==> src/rtl/div_8_4_seq.sv <==
// Sequential restoring divider: 8-bit unsigned dividend / 4-bit unsigned divisor.
// One quotient bit per clock under a start/done handshake; divide-by-zero short-circuits to DONE.
module div_8_4_seq (
   input  logic       clk_i,
   input  logic       rst_n_i,
   input  logic       start_i,
   input  logic [7:0] dividend_i,
   input  logic [3:0] divisor_i,
   output logic [7:0] quotient_o,
   output logic [3:0] remainder_o,
   output logic       busy_o,
   output logic       done_o,
   output logic       div_zero_o
);

   typedef enum logic [1:0] {IDLE, CALC, DONE} state_e;

   state_e     state_q;
   logic [7:0] dq_q;
   logic [4:0] r_q;
   logic [3:0] d_q;
   logic [2:0] cnt_q;

   logic [4:0] t;
   logic       ge;
   logic [4:0] r_d;
   logic [7:0] dq_d;

   // One restoring step: shift the next dividend bit into the partial remainder.
   always_comb begin
      t    = {r_q[3:0], dq_q[7]};
      ge   = (t >= {1'b0, d_q});
      r_d  = ge ? (t - {1'b0, d_q}) : t;
      dq_d = {dq_q[6:0], ge};
   end

   always_ff @(posedge clk_i or negedge rst_n_i) begin
      if (!rst_n_i) begin
         state_q     <= IDLE;
         dq_q        <= 8'd0;
         r_q         <= 5'd0;
         d_q         <= 4'd0;
         cnt_q       <= 3'd0;
         quotient_o  <= 8'd0;
         remainder_o <= 4'd0;
         busy_o      <= 1'b0;
         done_o      <= 1'b0;
         div_zero_o  <= 1'b0;
      end else begin
         case (state_q)
            IDLE: begin
               done_o <= 1'b0;
               if (start_i) begin
                  busy_o <= 1'b1;
                  if (divisor_i != 4'd0) begin
                     dq_q    <= dividend_i;
                     r_q     <= 5'd0;
                     d_q     <= divisor_i;
                     cnt_q   <= 3'd0;
                     state_q <= CALC;
                  end else begin
                     quotient_o  <= 8'hFF;
                     remainder_o <= 4'hF;
                     div_zero_o  <= 1'b1;
                     done_o      <= 1'b1;
                     state_q     <= DONE;
                  end
               end
            end
            CALC: begin
               dq_q  <= dq_d;
               r_q   <= r_d;
               cnt_q <= cnt_q + 3'd1;
               // Result registers take the post-iteration values directly on the last step.
               if (cnt_q == 3'd7) begin
                  quotient_o  <= dq_d;
                  remainder_o <= r_d[3:0];
                  div_zero_o  <= 1'b0;
                  done_o      <= 1'b1;
                  state_q     <= DONE;
               end
            end
            DONE: begin
               done_o  <= 1'b0;
               busy_o  <= 1'b0;
               state_q <= IDLE;
            end
            default: begin
               done_o  <= 1'b0;
               busy_o  <= 1'b0;
               state_q <= IDLE;
            end
         endcase
      end
   end

endmodule
==> config.mk <==
export PLATFORM = sky130hd
export DESIGN_NAME = div_8_4_seq
export DESIGN_NICKNAME = d
export VERILOG_FILES = /design/src/rtl/div_8_4_seq.sv
export SDC_FILE = /design/constraint.sdc
export NUM_CORES = 1
export LEC_CHECK = 0
export BUFFER_PORTS_ARGS = -buffer_cell sky130_fd_sc_hd__buf_2
export CORE_AREA = 4 4 61 63
export DETAILED_ROUTE_END_ITERATION = 10
export DIE_AREA = 0 0 65 67
export PLACE_DENSITY = 0.86
export SLEW_MARGIN = 20
export SYNTH_ARGS = -nofsm -noshare
export SYNTH_HDL_FRONTEND = slang
export SYNTH_SLANG_ARGS = --single-unit
==> constraint.sdc <==
create_clock -name clk_i -period 2.3 [get_ports clk_i]
set_input_delay 0.23 -clock clk_i [delete_from_list [all_inputs] [get_ports clk_i]]
set_output_delay 0.23 -clock clk_i [all_outputs]
set_load 0.05 [all_outputs]
Word-level counts from Yosys, hierarchy flattened
Index checks and enable logic that the tools add are counted.
{"block": "totals", "reg_bits": 36, "input_bits": 15}
{"block": "op_classes", "addsub": 2, "n_lt_le_gt_ge": 1, "eq_ne": 6, "muxes": 32, "n_bitwise": 1, "n_reduce_logical": 8}
{"op": "two-way mux 8 bit", "count": 5}
{"op": "one-hot mux 8 bit (2 select lines)", "count": 2}
{"op": "two-way mux 4 bit", "count": 6}
{"op": "one-hot mux 4 bit (2 select lines)", "count": 2}
{"op": "inequality test 2 bit, second input constant", "count": 4}
{"op": "two-way mux 1 bit", "count": 7}
{"op": "two-way mux 2 bit", "count": 3}
{"op": "two-way mux 3 bit", "count": 2}
{"op": "one-hot mux 1 bit (2 select lines)", "count": 3}
{"op": "one-hot mux 3 bit (2 select lines)", "count": 1}
{"op": "AND reduction 3 bit", "count": 2}
{"op": "greater-or-equal comparator 5 x 4 -> 1 bit", "count": 1}
{"op": "one-hot mux 2 bit (2 select lines)", "count": 1}
{"op": "AND reduction 2 bit", "count": 2}
{"op": "AND reduction 4 bit", "count": 1}
{"op": "nonzero test 4 bit", "count": 1}
{"op": "subtractor 4 bit", "count": 1}
{"op": "adder 3 x 1 -> 3 bit, second input constant", "count": 1}
{"op": "equality test 3 bit, second input constant", "count": 1}
{"op": "equality test 2 x 1 -> 1 bit, second input constant", "count": 1}
{"op": "zero test 2 bit", "count": 1}
{"op": "nonzero test 2 bit", "count": 1}
{"op": "NOT 1 bit", "count": 1}

Depth between registers and ports, before layout
{"block": "logic_depth", "word_depth": 4, "ltp_mapped": 7, "mapped_depth_nobuf": 7}

Worst setup path before layout
OpenSTA, ideal clock, no wires.
{"block": "synth_path", "kind": "reg-to-reg", "startpoint": "reg r_q[0]", "endpoint": "reg remainder_o[1]", "setup_ns": 0.138, "arrival_ns": 1.604, "path_slack_ns": 0.557, "stages_incl_launch_ff": 7, "path_buffers": 0, "path_cell_list": "dfrtp_1 -> ha_1 -> nor2b_1 -> o31a_1 -> nor2_8 -> mux2i_1 -> a31oi_1"}
{"block": "synth_via", "elab_chain_cells": 4}
{"item": "start: declaration", "line": "20", "rtl": "logic [4:0] r_q;"}
{"item": "start signal: assignment", "line": "72", "rtl": "r_q <= r_d;"}
{"item": "subtractor 4 bit / greater-or-equal comparator 5 x 4 -> 1 bit (equally long branches)", "line": "33, 32"}
{"item": "two-way mux 4 bit (*)", "line": "33", "rtl": "r_d = ge ? (t - {1'b0, d_q}) : t;"}
{"item": "two-way mux 4 bit (*)", "line": "75", "rtl": "if (cnt_q == 3'd7) begin"}
{"item": "one-hot mux 4 bit (2 select lines) (*)", "line": "50", "rtl": "case (state_q)"}
{"item": "end signal: assignment", "line": "77", "rtl": "remainder_o <= r_d[3:0];"}
{"item": "end: declaration", "line": "10", "rtl": "output logic [3:0] remainder_o,"}
Every way passes the cells marked *; elsewhere a longest branch is shown, timed or not. The select of a mux whose other input is x is not followed.
A chain may end at the register's enable or synchronous reset.

Worst setup path after layout
{"block": "layout_path", "startpoint": "reg r_q[0]", "endpoint": "reg r_q[2]"}
{"block": "layout_via", "elab_chain_cells": 3}
{"item": "subtractor 4 bit / greater-or-equal comparator 5 x 4 -> 1 bit (equally long branches)", "line": "33, 32"}
{"item": "two-way mux 4 bit (*)", "line": "33"}
{"item": "one-hot mux 4 bit (2 select lines) (*)", "line": "50"}
Every way passes the cells marked *; elsewhere a longest branch is shown, timed or not.

==> flow_summary.json <==
{
  "diodes": 0,
  "die_w_um": 65,
  "endpoint_kind": "flip-flop",
  "slew_headroom": 0.437,
  "use_met2": 0.275,
  "grt_pass1_vias": 1236,
  "hp-start": "dividend_i[4]",
  "clk_latency_ps": 340,
  "grt.total_usage": 0.172,
  "fillerInstances": 273,
  "syn_nets": 185,
  "rsz0062_at_grt": "no",
  "tightest_slew_ps": 842,
  "holdWs_ps": 143,
  "grt_use_met3": 0.0472,
  "fin_crit_sh": 0.826,
  "yosysSeqAreaShare": 0.535,
  "routed_via_density": 5.28,
  "grt_max_degree": 37,
  "min_period_ps": 1900,
  "cts_max_level": 2,
  "busiest_layer": "met2",
  "clock_sinks": 36,
  "drt-pass1-iter-count": 5,
  "cts_root_buf": "clkbuf_4",
  "hp-class": "in -> reg",
  "setup_violations": 0,
  "grt_antenna_before_repair": 0,
  "hold_violations": 0,
  "ys_ff_latch": 36,
  "synth_warnings": 0,
  "finalNetCount": 216,
  "dieArea_um2": 4360,
  "overflow": 0,
  "cp.arrival_ps": 2090,
  "grt_pass1_wl_um": 5570,
  "yosysUniqueCellTypes": 34,
  "cp_max_fo": 5,
  "start_util": 0.521,
  "cap_viol_max_count": 0,
  "cts_buffers": 5,
  "netlist_instances": 163,
  "routabilityCongestion": 0.769,
  "cts.clk_slew.worst_paths_ps": 110,
  "die_h_um": 67,
  "wl_per_cell_um": 13.9,
  "max_freq_mhz": 526,
  "cts_tree": "built",
  "synth_edf_count": 0,
  "coreArea_um2": 3230,
  "syn_area_per_cell_um2": 10.3,
  "netlist_area_um2": 1680,
  "status": "finished clean",
  "drtAntennaViolNets": 0,
  "port_buffers": 29,
  "finalMaxSlewViolations": 0,
  "drt_iter0_markers": 113,
  "path_class": "reg -> reg",
  "required_ps": 2490,
  "finalSetupTns_ps": 0,
  "drc": 0,
  "finClkSkew_ps": 7.60,
  "ios": 30,
  "clockBufferDepth": 2,
  "floorplan.rows": 21,
  "dpl.hpwl_um": 2470,
  "dr_total_vias": 1273,
  "synth_ff_type": "dfrtp_1",
  "ys_async_sr_fraction": 1.00,
  "drive_gt1_frac": 0.256,
  "reg2reg_from": "r_q[0]",
  "area_growth_pct": 13.9,
  "met1_usage": 0.218,
  "setup.worst_path.start": "r_q[0]",
  "dp_cells": 232,
  "startpoint_type": "flip-flop",
  "totalWireLength_um": 3350,
  "finalNonFillerCells": 241
}
==> cell usage in the layout, fill, tap and decap left out, drive strengths merged, types with 4 or more instances in the layout <==
cell type  instances
dfrtp             36
nor2              34
buf               31
nand2             18
a31oi             10
a21oi              9
ha                 6
clkbuf             6
inv                5
mux2               4
a22o               4
==> through the flow <==
stage / cell area, µm² / setup WS (ps) / utilization
after floorplan: 1680 / 557 / -
after global routing: 1920 / 289 / 0.593
final: 1920 / 400 / 0.593
after detailed placement: 1850 / 403 / 0.571
after CTS: 1920 / 390 / 0.593
after global placement: 1850 / 483 / 0.571
==> state kept, by name, summed over array words and instances (netlist names) <==
name         count
dq_q             8
quotient_o       8
d_q              4
r_q              4
remainder_o      4
cnt_q            3
state_q          2
busy_o           1
div_zero_o       1
done_o           1
==> critical path, cell delays in order, from the launching register on <==
cell and delay [ps]:
dfrtp_1 440, ha_1 320, nor2b_1 150, o31a_1 320, nor2_8 170, mux2i_1 260, o21ai_0 110
==> kinds of logic after synthesis <==
kind of cell,count (synthesis),synth area share
muxes,7,0.0446
DFF,36,0.535
AOI/OAI and AO/OA,36,0.144
adders and majority gates,7,0.0565
buffers and inverters,13,0.0438
xor gates and xnor gates,1,0.00520
and+or+nand+nor,63,0.171
==> cell type report <==
cell class / count / area [µm²] / share of cell area
Multi-Input combinational cell: 114 / 709 / 0.370
Tap cell: 46 / 57.6 / 0.0300
Clock inverter: 2 / 10.0 / 0.00522
Clock buffer: 6 / 51.3 / 0.0267
Timing Repair Buffer: 32 / 170 / 0.0887
Inverter: 5 / 18.8 / 0.00978
Sequential cell: 36 / 901 / 0.470
==> synth_stat cells, drive strengths merged (4+ instances only) <==
cell type / instances / area share
mux2: 4 / 0.027
nor2: 34 / 0.085
a21oi: 9 / 0.029
a31oi: 10 / 0.037
ha: 6 / 0.045
buf: 5 / 0.026
nand2: 18 / 0.040
inv: 5 / 0.011
dfrtp: 36 / 0.53
a22o: 4 / 0.022
==> worst paths after layout <==
| check | cells past startpoint | slack, ps | endpoint |
|---|---|---|---|
| min | 3 | 140 | dq_q[4] |
| max | 6 | 400 | r_q[2] |
| max reg2reg | 6 | 400 | r_q[2] |
| min in group asynchronous | 2 | 510 | dq_q[1] |
| min reg2reg | 1 | 490 | done_o |
| max in group asynchronous | 2 | 1310 | r_q[0] |
==> timing repair <==
action / in CTS / in global routing
setup endpoints to repair: 0 / 0
setup buffers: 0 / 0
hold buffers: 1 / 0
hold endpoints to repair: 36 / 0
resized for setup: 0 / 0
==> routing by layer <==
metal | wire (µm) | share of wire | vias up
met5 | 0 | 0 | -
met4 | 53 | 0.016 | 0
met3 | 144 | 0.043 | 4
met2 | 1680 | 0.50 | 30
met1 | 1470 | 0.44 | 617
li1 | - | - | 622
Power is left out: the tool's default activity adds up to more than one toggle a clock period on the data nets, which glitch-free logic cannot reach.
